`src/rtl/controlador_buffer_rolhas_if.sv`:
```
// controlador_buffer_rolhas_if: request/grant and status bundle between the line control and the cork stock controller
interface controlador_buffer_rolhas_if;
    logic       enable;
    logic       req_consumo;
    logic       req_carga;
    logic [6:0] qtd_carga;
    logic [6:0] count;
    logic       gnt_consumo;
    logic       gnt_carga;
    logic       gnt_reposicao;
    logic       ro;
    logic       min_r;
    logic       sat;
    logic       falta;
    logic [1:0] estado;
    modport master (
        output enable, req_consumo, req_carga, qtd_carga,
        input  count, gnt_consumo, gnt_carga, gnt_reposicao, ro, min_r, sat, falta, estado
    );
    modport slave (
        input  enable, req_consumo, req_carga, qtd_carga,
        output count, gnt_consumo, gnt_carga, gnt_reposicao, ro, min_r, sat, falta, estado
    );
endinterface

```
`src/rtl/controlador_buffer_rolhas.sv`:
```
// controlador_buffer_rolhas: owns the cork stock register and arbitrates consume, operator load and automatic refill
module controlador_buffer_rolhas #(
    parameter int MAX_R    = 99,
    parameter int MIN_R    = 5,
    parameter int LOTE_R   = 20,
    parameter int ESPERA_R = 3
) (
    input logic clk,
    input logic clr,
    controlador_buffer_rolhas_if.slave bus
);
    typedef enum logic [1:0] {IDLE = 2'b00, CONSUMO = 2'b01, CARGA = 2'b10, REPOSICAO = 2'b11} estado_t;
    localparam int WW = ESPERA_R > 1 ? $clog2(ESPERA_R) : 1;
    estado_t estado, estado_nx;
    logic [WW-1:0] espera, espera_nx;
    logic [6:0] count, count_nx;
    logic [1:0] pend_consumo;
    logic pend_carga, prev_consumo, prev_carga;
    logic ed_consumo, ed_carga, ro, baixo, clip_carga, clip_lote;
    logic [7:0] soma_carga, soma_lote;
    // edges seen while halted are dropped, not deferred
    assign ed_consumo = bus.enable & bus.req_consumo & ~prev_consumo;
    assign ed_carga   = bus.enable & bus.req_carga & ~prev_carga;
    assign soma_carga = {1'b0, count} + {1'b0, bus.qtd_carga};
    assign soma_lote  = {1'b0, count} + 8'(LOTE_R);
    assign clip_carga = soma_carga > 8'(MAX_R);
    assign clip_lote  = soma_lote > 8'(MAX_R);
    assign ro         = count == 7'd0;
    assign baixo      = count < 7'(MIN_R);
    always_ff @(posedge clk or posedge clr) begin
        if (clr) begin
            estado <= IDLE;
            espera <= '0;
        end else begin
            estado <= estado_nx;
            espera <= espera_nx;
        end
    end
    always_comb begin
        estado_nx = IDLE;
        espera_nx = espera;
        count_nx  = count;
        unique case (estado)
            IDLE: if (bus.enable) begin
                if (pend_consumo != 2'd0) estado_nx = CONSUMO;
                else if (pend_carga) estado_nx = CARGA;
                else if (baixo) begin
                    estado_nx = REPOSICAO;
                    espera_nx = WW'(ESPERA_R - 1);
                end
            end
            CONSUMO: count_nx = ro ? count : count - 7'd1;
            CARGA: count_nx = clip_carga ? 7'(MAX_R) : soma_carga[6:0];
            // dropping enable mid-refill falls back to IDLE with the stock untouched
            REPOSICAO: if (bus.enable && espera != '0) begin
                estado_nx = REPOSICAO;
                espera_nx = espera - 1'b1;
            end else if (bus.enable) count_nx = clip_lote ? 7'(MAX_R) : soma_lote[6:0];
        endcase
    end
    always_ff @(posedge clk or posedge clr) begin
        if (clr) begin
            count        <= '0;
            pend_consumo <= '0;
            pend_carga   <= 1'b0;
            prev_consumo <= 1'b0;
            prev_carga   <= 1'b0;
        end else begin
            count        <= count_nx;
            prev_consumo <= bus.req_consumo;
            prev_carga   <= bus.req_carga;
            pend_consumo <= !bus.enable ? 2'd0 :
                            (ed_consumo && estado != CONSUMO) ? (pend_consumo == 2'd3 ? 2'd3 : pend_consumo + 2'd1) :
                            (!ed_consumo && estado == CONSUMO && pend_consumo != 2'd0) ? pend_consumo - 2'd1 :
                            pend_consumo;
            pend_carga   <= bus.enable && (ed_carga || (pend_carga && estado != CARGA));
        end
    end
    assign bus.count         = count;
    assign bus.estado        = estado;
    assign bus.gnt_consumo   = estado == CONSUMO;
    assign bus.gnt_carga     = estado == CARGA;
    assign bus.gnt_reposicao = estado == REPOSICAO;
    assign bus.ro            = ro;
    assign bus.min_r         = baixo;
    assign bus.sat           = (estado == CARGA && clip_carga) || (estado == REPOSICAO && espera == '0 && bus.enable && clip_lote);
    assign bus.falta         = estado == CONSUMO && ro;
endmodule
```
`src/flat_wrapper.sv`:
```
// flat-port wrapper written by rule: the top's interface ports become plain ports
module controlador_buffer_rolhas_flat 
#(
    parameter int MAX_R    = 99,
    parameter int MIN_R    = 5,
    parameter int LOTE_R   = 20,
    parameter int ESPERA_R = 3
)
  (clk, clr, bus_enable, bus_req_consumo, bus_req_carga, bus_qtd_carga, bus_count, bus_gnt_consumo, bus_gnt_carga, bus_gnt_reposicao, bus_ro, bus_min_r, bus_sat, bus_falta, bus_estado);
  controlador_buffer_rolhas_if bus_i ();
  input logic clk;
  input logic clr;
  input wire logic [$bits(bus_i.enable)-1:0] bus_enable;
  input wire logic [$bits(bus_i.req_consumo)-1:0] bus_req_consumo;
  input wire logic [$bits(bus_i.req_carga)-1:0] bus_req_carga;
  input wire logic [$bits(bus_i.qtd_carga)-1:0] bus_qtd_carga;
  output wire logic [$bits(bus_i.count)-1:0] bus_count;
  output wire logic [$bits(bus_i.gnt_consumo)-1:0] bus_gnt_consumo;
  output wire logic [$bits(bus_i.gnt_carga)-1:0] bus_gnt_carga;
  output wire logic [$bits(bus_i.gnt_reposicao)-1:0] bus_gnt_reposicao;
  output wire logic [$bits(bus_i.ro)-1:0] bus_ro;
  output wire logic [$bits(bus_i.min_r)-1:0] bus_min_r;
  output wire logic [$bits(bus_i.sat)-1:0] bus_sat;
  output wire logic [$bits(bus_i.falta)-1:0] bus_falta;
  output wire logic [$bits(bus_i.estado)-1:0] bus_estado;
  assign bus_i.enable = bus_enable;
  assign bus_i.req_consumo = bus_req_consumo;
  assign bus_i.req_carga = bus_req_carga;
  assign bus_i.qtd_carga = bus_qtd_carga;
  assign bus_count = bus_i.count;
  assign bus_gnt_consumo = bus_i.gnt_consumo;
  assign bus_gnt_carga = bus_i.gnt_carga;
  assign bus_gnt_reposicao = bus_i.gnt_reposicao;
  assign bus_ro = bus_i.ro;
  assign bus_min_r = bus_i.min_r;
  assign bus_sat = bus_i.sat;
  assign bus_falta = bus_i.falta;
  assign bus_estado = bus_i.estado;
  controlador_buffer_rolhas #(.MAX_R(MAX_R), .MIN_R(MIN_R), .LOTE_R(LOTE_R), .ESPERA_R(ESPERA_R)) u_core (.clk(clk), .clr(clr), .bus(bus_i));
endmodule
```
`config.mk`:
```
export PLATFORM = sky130hd
export DESIGN_NAME = controlador_buffer_rolhas_flat
export DESIGN_NICKNAME = d
export VERILOG_FILES = /design/src/rtl/controlador_buffer_rolhas_if.sv /design/src/rtl/controlador_buffer_rolhas.sv /design/src/flat_wrapper.sv
export SDC_FILE = /design/constraint.sdc
export NUM_CORES = 1
export LEC_CHECK = 0
export ABC_AREA = 1
export ABC_CLOCK_PERIOD_IN_PS = 4990
export CAP_MARGIN = 5
export CORE_ASPECT_RATIO = 0.8
export CORE_UTILIZATION = 40
export DETAILED_ROUTE_END_ITERATION = 10
export DONT_BUFFER_PORTS = 1
export PLACE_DENSITY = 0.51
export SLEW_MARGIN = 20
export SYNTH_ARGS = -nofsm -noshare
export SYNTH_HDL_FRONTEND = slang
export SYNTH_SLANG_ARGS = --single-unit
```
`constraint.sdc`:
```
create_clock -name clk -period 4.99 [get_ports clk]
set_input_delay 0.998 -clock clk [delete_from_list [all_inputs] [get_ports clk]]
set_output_delay 0.998 -clock clk [all_outputs]
set_load 0.03 [all_outputs]
```
Word-level counts from Yosys, hierarchy flattened
Cells that the tools add are included.

word-level totals
  register bits = 16
  output and inout port bits = 16
  word-level logic and storage cells = 82

cells by class
  add/subtract/negate cells = 6
  order comparisons = 3
  equal/unequal tests = 15
  muxes and demuxes = 22
  bitwise operators = 6
  reductions and logical operators = 23

operators by type and width
  cell                   number
  $mux W7                5
  $mux W2                14
  $pmux W7 S3            1
  $gt A8 B7 Y1 const B   2
  $ne A2 B2 Y1 const B   8
  $logic_and A1 B1 Y1    11
  $add A7 B5 Y8 const B  1
  $add A7 B7 Y8          1
  $pmux W2 S2            2
  $logic_not A7 Y1       1
  $lt A7 B3 Y1 const B   1
  $sub A7 B1 Y7 const B  1
  $eq A2 B2 Y1 const B   3
  $reduce_and A6 Y1      1
  $reduce_bool A2 Y1     3
  $and A1 B1 Y1          4
  $logic_not A2 Y1       2
  $ne A2 B1 Y1 const B   2
  $reduce_and A4 Y1      1
  $sub A2 B1 Y2 const B  2
  $ne A3 B1 Y1 const B   1
  $reduce_bool A3 Y1     1
  $add A2 B1 Y2 const B  1
  $eq A2 B1 Y1 const B   1
  3 further kinds        5

Depth between registers and ports, before layout
Gate-level depths: netlist (run 1).

  depth in word-level cells = 8
  mapped depth = 13
  gate-level depth less buffers = 13

Worst setup path before layout (run 1)
Ideal clock, no wire load.

  path kind = input to output
  start point = input port bus_qtd_carga[0]
  end point = output port bus_sat
  arrival time = 2.576 ns
  required time = 3.992 ns
  setup slack = 1.416 ns
  cell stages on the path = 11
  path buffers = 0
  path through = ha_1 > fa_1 > nand2_1 > nand3_1 > nand3_1 > nand3_1 > nand2_1 > nand3_2 > nand2_1 > nand2_1 > o21ai_0

on the way
  cells in the longest elaborated chain, start to end = 4

RTL lines
  element              RTL line                         text
  from (decl)          flat_wrapper.sv:16               input wire logic [$bits(bus_i.qtd_carga)-1:0] bus_qtd_carga;
  $add A7 B7 Y8        controlador_buffer_rolhas.sv:24  assign soma_carga = {1'b0, count} + {1'b0, bus.qtd_carga};
  $gt A8 B7 Y1         controlador_buffer_rolhas.sv:26  assign clip_carga = soma_carga > 8'(MAX_R);
  $logic_and A1 B1 Y1  controlador_buffer_rolhas.sv:86  assign bus.sat = (estado == CARGA && clip_carga) || (estado == REPOSICAO && espera == '0 && bus.enable && clip ...
  $logic_or A1 B1 Y1   controlador_buffer_rolhas.sv:86
  to (decl)            flat_wrapper.sv:23               output wire logic [$bits(bus_i.sat)-1:0] bus_sat;

No other way between the ends.

Worst setup path after layout (run 1)
  start point = register u_core.count[2], in the netlist u_core.bus.count[2]
  end point = output port bus_sat

on the way
  cells in the longest elaborated chain, start to end = 4

RTL lines
  element                                         RTL line                                                          text
  from (decl)                                     controlador_buffer_rolhas.sv:16                                   logic [6:0] count, count_nx;
  from (signal assigned)                          controlador_buffer_rolhas.sv:69                                   count <= count_nx;
  $add A7 B7 Y8 or $add A7 B5 Y8 (tied branches)  controlador_buffer_rolhas.sv:24, controlador_buffer_rolhas.sv:25
  $gt A8 B7 Y1 (on tied branches)                 controlador_buffer_rolhas.sv:26, controlador_buffer_rolhas.sv:27
  $logic_and A1 B1 Y1                             controlador_buffer_rolhas.sv:86
  $logic_or A1 B1 Y1 (*)                          controlador_buffer_rolhas.sv:86

Every way passes the cells marked *; elsewhere a longest branch is shown, timed or not.

==> metrics.txt, run 1 <==
PortBufs 0; Clock Pin Slew Worst Setup and Hold Paths 70 ps; crit end category output pin; static leakage 0.938 nW; ys async rst share 100%; unrepaired setup endpoints after global routing false; Clock Latency Late Sink 250 ps; GP Congestion 0.872; worst-margin pin slew 954 ps; Worst Hold Path Cells 3; most common cell after layout, fill and taps aside nand2_1; R2R depth 11; Via density 4.98; Die ar. 4460 sq um; clock sinks 16; synth-to-layout area growth 6.94%; vias in the first global route 1386; syn_nets 286; Rel. slew slack 35.7%; Finish-stage setup viols 0; mux share of post-synthesis cell area 0%; final setup TNS 0 ps; worst slack, placed 1260 ps; minimum clock period after layout 3740 ps; gr usage total 20.2%; WL final 4000 um; share of the yosys chip area belonging to registers 23.9%; startpoint types flip-flop; Syn Std Cell Area 1680 sq um; Adder-Cell Fraction of Synth Area 16.9%; Max VDD drop 0.000233 V; Die W 74.4 um; row cnt 20; Fillers 431; Clock Path Buffers 2; max_cap viols 0; Synth Area in Compound Gates 11.3%; largest family of logic cells by synthesized area simple AND/OR/NAND/NOR gates; top cell type's share of synthesized area 23.9%; Final ANT Viol Nets 0; layout cell share with drive strength beyond 1 10.2%; # IOs 28; post-CTS setup buffers 0; initial antenna violation count 0; Post-synth EDFFs 0; largest net degree at the start of global routing 17; CTS tree yes; Req. time, crit path 3990 ps; largest area contributor in the netlist dfrtp_1; detail-routed net length per standard cell 12.9 um; Chip Height 59.9 um; DR vias 1544; Hold WC Path Type flip-flop to flip-flop; clock skew 4.14 ps; setup ws final 1250 ps; Core ar. 3900 sq um; Congestion Overflow GR 0; post-synthesis cell count 252; Synth Register Bits 16; First-pass DRT Iterations 5; Max Freq 267 MHz; H-tree levels 1; first-pass GRT wire length 6740 um; PostCTS Resize Cnt 0; effective utilization at floorplan 43.0%; diodes inserted 0; CTS buffer count 3; final period utilization 75.0%; post-synthesis xor/xnor area fraction 0.522%; pwr dens 606 nW/um^2; DRC 0; Avg Synthesized Cell Area 6.66 sq um; Synth Area in Simple Gates 37.5%; Worst Path Arrival 2750 ps; synth unique cells 28; Slew Limit Fails 0; Yosys warnings 0; initial drt markers 71; status complete, no violations; CP Class flip-flop to output pin; Max FO, Critical Path 9; Post-DP HPWL 3200 um; dominant register cell in the synthesized netlist dfrtp_1; Hold-fix buffers, CTS 0; CTS Root Buffer Type clkbuf_8; fin nets 290; Final Hold Viols 0; Synth area leaders dfrtp_1 24%, ha_1 16%, nand2_1 15%, inv_1 8.7%, nand3_1 8.1%; most frequent cells in the layout 68 x nand2_1, 39 x inv_1, 27 x nand3_1
==> logic make-up after synthesis <==
| logic type | after synthesis |
|---|---|
| and+or+nand+nor | 135 |
| buffers and inverters | 43 |
| AOI/OAI and AO/OA | 35 |
| adders and majority gates | 22 |
| DFF | 16 |
| xor gates and xnor gates | 1 |
==> sequential cells by signal, indices dropped and copies added (netlist names) <==
signal and count:
u_core.pend_carga 1, u_core.bus.estado 2, u_core.prev_carga 1, u_core.prev_consumo 1
u_core.bus.count 7, u_core.pend_consumo 2, u_core.espera 2
==> area by class of cell <==
cell class | count | area, sq um | area share [%]
clock buffer | 4 | 55.1 | 3.07
multi-input combinational | 193 | 1110 | 61.9
sequential | 16 | 400 | 22.3
inverter | 42 | 160 | 8.93
tap | 55 | 68.8 | 3.84
==> power by group <==
part / switching (W) / leakage, nW / internal (W)
Clock: 0.0000479 / 0.0288 / 0.0000700
Combinational: 0.000420 / 0.719 / 0.000238
Sequential: 0.000140 / 0.189 / 0.000172
==> synth_stat cells (2+ instances only) <==
| cell type | count |
|---|---|
| dfrtp_1 | 16 |
| o21ai_0 | 7 |
| nand2_2 | 9 |
| nand4_1 | 3 |
| nand2_1 | 68 |
| a21oi_1 | 23 |
| inv_1 | 39 |
| inv_2 | 2 |
| ha_1 | 21 |
| nand3_1 | 27 |
| nor2_2 | 3 |
| nor2_1 | 18 |
==> layer usage <==
metal | track usage (%) | part of all wire, % | vias up
li1 | - | - | 819
met2 | 28.7 | 40 | 37
met5 | 0 | 0 | -
met1 | 31.6 | 56 | 686
met4 | 3.23 | 0.45 | 0
met3 | 3.71 | 4.0 | 2
==> stage by stage <==
stage               cells  utilization (%)  instance area, sq um  total power [W]  hold WS, ps
floorplan             252                -                  1680         0.000831          469
global placement      306             44.6                  1740         0.000972          483
detailed placement    306             44.6                  1740         0.000969          508
CTS                   310             46.0                  1790          0.00109          520
global route          310             46.0                  1790          0.00122          544
finish                310             46.0                  1790          0.00109          516
==> worst max-delay path, stage by stage (launching register included) <==
cell and delay (ps):
dfrtp_1 750, ha_1 270, inv_1 50, nand2_2 80, nand3_1 100, nand2_2 140
nand3b_4 110, nand2_1 80, nand2_1 100, o21ai_0 800
==> final timing paths <==
path,start,to,slack (ps)
worst max-delay path,u_core.bus.count[2],bus_sat,1250
worst min-delay path,u_core.prev_carga,u_core.pend_carga,520
worst max register to register,u_core.bus.count[0],u_core.bus.count[0],2730
worst min register to register,u_core.prev_carga,u_core.pend_carga,520
max in group asynchronous,clr,u_core.bus.estado[0],3830
min in group asynchronous,clr,u_core.bus.count[4],730
(Power assumes the default switching activity.)
==> inputs of run 2 (changes only) <==
--- a/config.mk
+++ b/config.mk
@@ -6,13 +6,13 @@
 export NUM_CORES = 1
 export LEC_CHECK = 0
 export ABC_AREA = 1
-export ABC_CLOCK_PERIOD_IN_PS = 4990
+export ABC_CLOCK_PERIOD_IN_PS = 3400
 export CAP_MARGIN = 5
 export CORE_ASPECT_RATIO = 0.8
 export CORE_UTILIZATION = 40
 export DETAILED_ROUTE_END_ITERATION = 10
 export DONT_BUFFER_PORTS = 1
-export PLACE_DENSITY = 0.51
+export PLACE_DENSITY = 0.53
 export SLEW_MARGIN = 20
 export SYNTH_ARGS = -nofsm -noshare
 export SYNTH_HDL_FRONTEND = slang
==> constraint.sdc (replaced) <==
create_clock -name clk -period 3.4 [get_ports clk]
set_input_delay 0.68 -clock clk [delete_from_list [all_inputs] [get_ports clk]]
set_output_delay 0.68 -clock clk [all_outputs]
set_load 0.03 [all_outputs]
==> run 2 against run 1 <==
Net effect:
- final area is 2.9% higher
- sequential share of layout area is 0.63 points lower
- via count is 0.19% lower
- count of clock-buffer cells in the layout stayed put
- first-iteration DRC count is 30% higher
- utilization is 1.3 points higher
- sequential power is 13% higher
- flip-flop and latch count stayed put
- total power is 52% higher
- clock power is 59% higher
- critical path type unchanged
==> metrics.txt, run 2 (synthesis results as in run 1) <==
static leakage 0.972 nW (was 0.938 nW); Congestion Overflow GR 0 (unchanged); row cnt 20 (unchanged); Via density 4.86 (was 4.98); status complete, no violations (unchanged); Clock Pin Slew Worst Setup and Hold Paths 80 ps (was 70 ps); layout cell share with drive strength beyond 1 12.6% (was 10.2%); initial drt markers 92 (was 71); largest reg by FF count u_core.bus.count (unchanged); Final ANT Viol Nets 0 (unchanged); CP Class flip-flop to output pin (unchanged); pwr dens 895 nW/um^2 (was 606 nW/um^2); worst-margin pin slew 676 ps (was 954 ps); First-pass DRT Iterations 4 (was 5); worst reg2reg setup slack 1130 ps (was 2730 ps); Post-DP HPWL 3190 um (was 3200 um); GP Congestion 0.824 (was 0.872); DR vias 1541 (was 1544); startpoint types flip-flop (unchanged); clock sinks 16 (unchanged); effective utilization at floorplan 43.0% (unchanged); most common cell after layout, fill and taps aside nand2_1 (unchanged); gr usage total 20.0% (was 20.2%); DRC 0 (unchanged); PostCTS Resize Cnt 0 (unchanged); final period utilization 91.1%; diodes inserted 0 (unchanged); clock skew 11.3 ps (was 4.14 ps); Die W 74.4 um (unchanged); Rel. slew slack 54.9% (was 35.7%); largest net degree at the start of global routing 17 (unchanged); worst reg2reg endpoint u_core.bus.count[1] (was u_core.bus.count[0]); most frequent cells in the layout 68 x nand2_1, 39 x inv_1, 27 x nand3_1 (unchanged); # IOs 28 (unchanged); crit end category output pin (unchanged); H-tree levels 1 (unchanged); synth-to-layout area growth 10.1% (was 6.94%); Chip Height 59.9 um (unchanged); worst slack, placed 379 ps (was 1260 ps); vias in the first global route 1381 (was 1386); Hold-fix buffers, CTS 0 (unchanged); Max FO, Critical Path 6 (was 9); initial antenna violation count 0 (unchanged); Slew Limit Fails 0 (unchanged); Final Hold Viols 0 (unchanged); first-pass GRT wire length 6630 um (was 6740 um); unrepaired setup endpoints after global routing false (unchanged); Clock Path Buffers 2 (unchanged); Req. time, crit path 2720 ps (was 3990 ps); Core ar. 3900 sq um (unchanged); fin nets 297 (was 290); Clock Latency Late Sink 270 ps (was 250 ps); CTS buffer count 3 (unchanged); Hold WC Path Type primary input to async pin (was flip-flop to flip-flop); Finish-stage setup viols 0 (unchanged); final setup TNS 0 ps (unchanged); WL final 4050 um (was 4000 um); CTS tree yes (unchanged); detail-routed net length per standard cell 12.8 um (was 12.9 um); Max VDD drop 0.000330 V (was 0.000233 V); PortBufs 0 (unchanged); CTS Root Buffer Type clkbuf_8 (unchanged); max reg flops 7 (unchanged); max_cap viols 0 (unchanged); Worst Path Arrival 2420 ps (was 2750 ps); post-CTS setup buffers 0 (unchanged); R2R depth 8 (was 11); Die ar. 4460 sq um (unchanged); Reg-to-Reg Start u_core.bus.estado[0] (was u_core.bus.count[0]); Fillers 417 (was 431); minimum clock period after layout 3100 ps; setup ws final 304 ps (was 1250 ps); Max Freq 323 MHz
run 2: changes by cell type in the layout (fill, tap and decap cells not counted):
cell / delta
buf_4: +7
run 2: layer usage:
layer,vias up,track usage (%),share of wire [%]
li1,835,-,-
met1,679,30.9,57
met2,25,27.7,39
met3,2,5.40,4.0
met4,0,2.70,0.27
met5,-,0,0
run 2: worst max-delay path, stage by stage (launching register included):
cell and delay (ps):
dfrtp_1 570, fa_1 520, nand2_1 80, nand3_1 100, nand3_1 110, nand3_1 90, nand2_1 90, nand3_2 100
nand2_1 70, nand2_1 90, o21ai_0 140, buf_4 190
run 2: final cells by class:
class	count	area, sq um	area share (%)
tap	55	68.8	3.73
multi-input combinational	193	1110	60.1
sequential	16	400	21.7
clock buffer	4	55.1	2.98
timing repair buffer	7	52.6	2.85
inverter	42	160	8.67
run 2: where the power goes:
group	total [W]	internal [W]	leakage, nW	switching, W
logic	0.00111	0.000386	0.754	0.000725
registers	0.000354	0.000254	0.189	0.0000993
clock network	0.000188	0.000103	0.0288	0.0000846
total	0.00165	0.000744	0.972	0.000909
run 2: per-stage QoR:
| stage | hold WS [ps] | instance area [sq um] | std cells | util [%] | total power [W] |
|---|---|---|---|---|---|
| finish | 392 | 1850 | 317 | 47.3 | 0.00165 |
| detailed placement | 489 | 1790 | 313 | 45.9 | 0.00146 |
| global placement | 479 | 1790 | 313 | 45.9 | 0.00147 |
| global route | 421 | 1850 | 317 | 47.3 | 0.00183 |
| floorplan | 469 | 1680 | 252 | - | 0.00122 |
| CTS | 427 | 1850 | 317 | 47.3 | 0.00166 |
run 2: worst max-delay path by stage:
| stage | start | to | slack (ps) |
|---|---|---|---|
| final | u_core.bus.count[1] | bus_sat | 300 |
| after global routing | u_core.bus.count[1] | bus_sat | 100 |
| after CTS | u_core.bus.count[1] | bus_sat | 280 |
| after detailed placement | bus_qtd_carga[0] | bus_sat | 380 |
| after global placement | bus_qtd_carga[0] | bus_sat | 400 |
| after floorplan | bus_qtd_carga[0] | bus_sat | 460 |
==> inputs of run 3 (changes only) <==
--- a/config.mk
+++ b/config.mk
@@ -9,10 +9,10 @@
 export ABC_CLOCK_PERIOD_IN_PS = 3400
 export CAP_MARGIN = 5
 export CORE_ASPECT_RATIO = 0.8
-export CORE_UTILIZATION = 40
+export CORE_UTILIZATION = 57
 export DETAILED_ROUTE_END_ITERATION = 10
 export DONT_BUFFER_PORTS = 1
-export PLACE_DENSITY = 0.53
+export PLACE_DENSITY = 0.72
 export SLEW_MARGIN = 20
 export SYNTH_ARGS = -nofsm -noshare
 export SYNTH_HDL_FRONTEND = slang
==> run 3 against run 2 <==
Net effect:
- sequential power grew 7.3%
- total power shrank 0.31%
- sequential share of layout area grew 0.31 points
- highest routed layer unchanged
- combinational power is essentially flat
- register-to-register slack gained 90 ps
- clock skew shrank 6.9 ps
==> metrics.txt, run 3 (synthesis results as in run 1) <==
max_cap viols 0 (unchanged); gr usage total 27.2% (was 20.0%); clock skew 4.45 ps (was 11.3 ps); most common cell after layout, fill and taps aside nand2_1 (unchanged); GR peak layer met1 (unchanged); clock sinks 16 (unchanged); Max Freq 316 MHz (was 323 MHz); final setup TNS 0 ps (unchanged); met3 Resource Use GR 6.14% (was 5.40%); crit end category output pin (unchanged); Reg power frac 23.1% (was 21.4%); CTS Root Buffer Type clkbuf_8 (unchanged); multi-input logic area 1110 sq um (unchanged); Clock Power Share 10.8% (was 11.4%); max reg flops 7 (unchanged); static leakage 0.971 nW (was 0.972 nW); fin nets 297 (unchanged); DR vias 1583 (was 1541); Die ar. 3170 sq um (was 4460 sq um); layout cell share with drive strength beyond 1 13.0% (was 12.6%); Clock Pin Slew Worst Setup and Hold Paths 70 ps (was 80 ps); initial antenna violation count 0 (unchanged); unrepaired setup endpoints after global routing false (unchanged); largest reg by FF count u_core.bus.count (unchanged); most frequent cells in the layout 68 x nand2_1, 39 x inv_1, 27 x nand3_1 (unchanged); Chip Height 50.5 um (was 59.9 um); Slew Limit Fails 0 (unchanged); H-tree levels 1 (unchanged); GP Congestion 0.863 (was 0.824); WL final 3880 um (was 4050 um); Hold WC Path Type primary input to async pin (unchanged); Req. time, crit path 2720 ps (about the same); Clock Path Buffers 2 (unchanged); effective utilization at floorplan 60.2% (was 43.0%); startpoint types flip-flop (unchanged); Reg-to-Reg Start u_core.bus.estado[0] (unchanged); CTS buffer count 3 (unchanged); Final Hold Viols 0 (unchanged); placed cell count 296 (was 313); setup ws final 240 ps (was 304 ps); minimum clock period after layout 3160 ps (was 3100 ps); first-pass GRT wire length 6600 um (was 6630 um); Core ar. 2790 sq um (was 3900 sq um); row cnt 17 (was 20); switching power share of the total 54.9% (was 55.0%); Rel. slew slack 57.0% (was 54.9%); # IOs 28 (unchanged); worst-margin pin slew 645 ps (was 676 ps); Post-DP HPWL 3050 um (was 3190 um); met2 global-route usage 39.7% (was 27.7%); Max FO, Critical Path 4 (was 6); met1 capacity usage during global routing 41.4% (was 30.9%); Final ANT Viol Nets 0 (unchanged); CP Class flip-flop to output pin (unchanged); First-pass DRT Iterations 4 (unchanged); R2R depth 8 (unchanged); diodes inserted 0 (unchanged); pwr dens 902 nW/um^2 (was 895 nW/um^2); Worst Path Arrival 2480 ps (was 2420 ps); FF/Latch Area 402 sq um (was 400 sq um); Int Pwr 0.000744 W (about the same); post-CTS setup buffers 0 (unchanged); Clock Latency Late Sink 250 ps (was 270 ps); detail-routed net length per standard cell 12.9 um (was 12.8 um); largest net degree at the start of global routing 17 (unchanged); Max VDD drop 0.000404 V (was 0.000330 V); critical path launch point u_core.bus.count[0] (was u_core.bus.count[1]); PortBufs 0 (unchanged); Gate power share 66.2% (was 67.2%); CTS tree yes (unchanged); DRC 0 (unchanged); Hold-fix buffers, CTS 0 (unchanged); worst slack, placed 366 ps (was 379 ps); final period utilization 92.9% (was 91.1%); status complete, no violations (unchanged); Finish-stage setup viols 0 (unchanged); Via density 5.28 (was 4.86); Congestion Overflow GR 0 (unchanged); switching pwr 0.000904 W (was 0.000909 W); vias in the first global route 1417 (was 1381); final non-filler cell total 300 (was 317); Die W 62.7 um (was 74.4 um); synth-to-layout area growth 8.87% (was 10.1%); initial drt markers 160 (was 92); Fillers 252 (was 417)
## run 3: power by group through the flow
| stage | logic [W] | registers (W) | clock network [W] |
|---|---|---|---|
| after global placement | 0.00107 | 0.000379 | 0 |
| after detailed placement | 0.00108 | 0.000381 | 0 |
| after global routing | 0.00125 | 0.000391 | 0.000190 |
| final | 0.00109 | 0.000380 | 0.000177 |
| after CTS | 0.00109 | 0.000378 | 0.000182 |
| after floorplan | 0.000797 | 0.000423 | 0 |
## run 3: cell type report
| type | count | area share (%) |
|---|---|---|
| inverters | 42 | 8.77 |
| flip-flops and latches | 16 | 22.0 |
| repair buffers | 7 | 2.88 |
| multi-input cells | 193 | 60.8 |
| clock buffers | 4 | 3.01 |
| well taps | 38 | 2.60 |
## run 3: worst paths after layout
path,endpoint,slack (ps)
min reg2reg,u_core.pend_carga,500
max,bus_sat,240
max reg2reg,u_core.bus.count[1],1220
max in group asynchronous,u_core.bus.count[0],2560
min,u_core.bus.count[2],390
min in group clk,u_core.prev_consumo,450
## run 3: layer usage
layer	share of wire (%)	up-vias	wire [um]
met5	0	-	0
met4	0.41	0	16
met3	6.8	2	262
met2	41	51	1580
met1	52	697	2020
li1	-	833	-
## run 3: worst max-delay path: stages, from the launching register on
cell     delay [ps]
dfrtp_2         500
ha_1            260
fa_1            410
nand2_1          80
nand3_1         100
nand3_1         110
nand3_1          90
nand2_1          90
nand3_2         100
nand2_1          70
nand2_1          90
o21ai_0         130
buf_4           190
## run 3: through the flow
stage | hold WS, ps | power (W) | area, sq um | utilization [%]
floorplan | 469 | 0.00122 | 1680 | -
global placement | 484 | 0.00145 | 1770 | 63.5
detailed placement | 485 | 0.00146 | 1770 | 63.5
CTS | 415 | 0.00165 | 1830 | 65.5
global route | 433 | 0.00183 | 1830 | 65.6
finish | 394 | 0.00165 | 1830 | 65.6
## run 3: timing repair
action	4_1_cts	5_1_grt
endpoints found under the hold margin	0	0
resized for setup	0	1
endpoints found under the setup margin	0	1
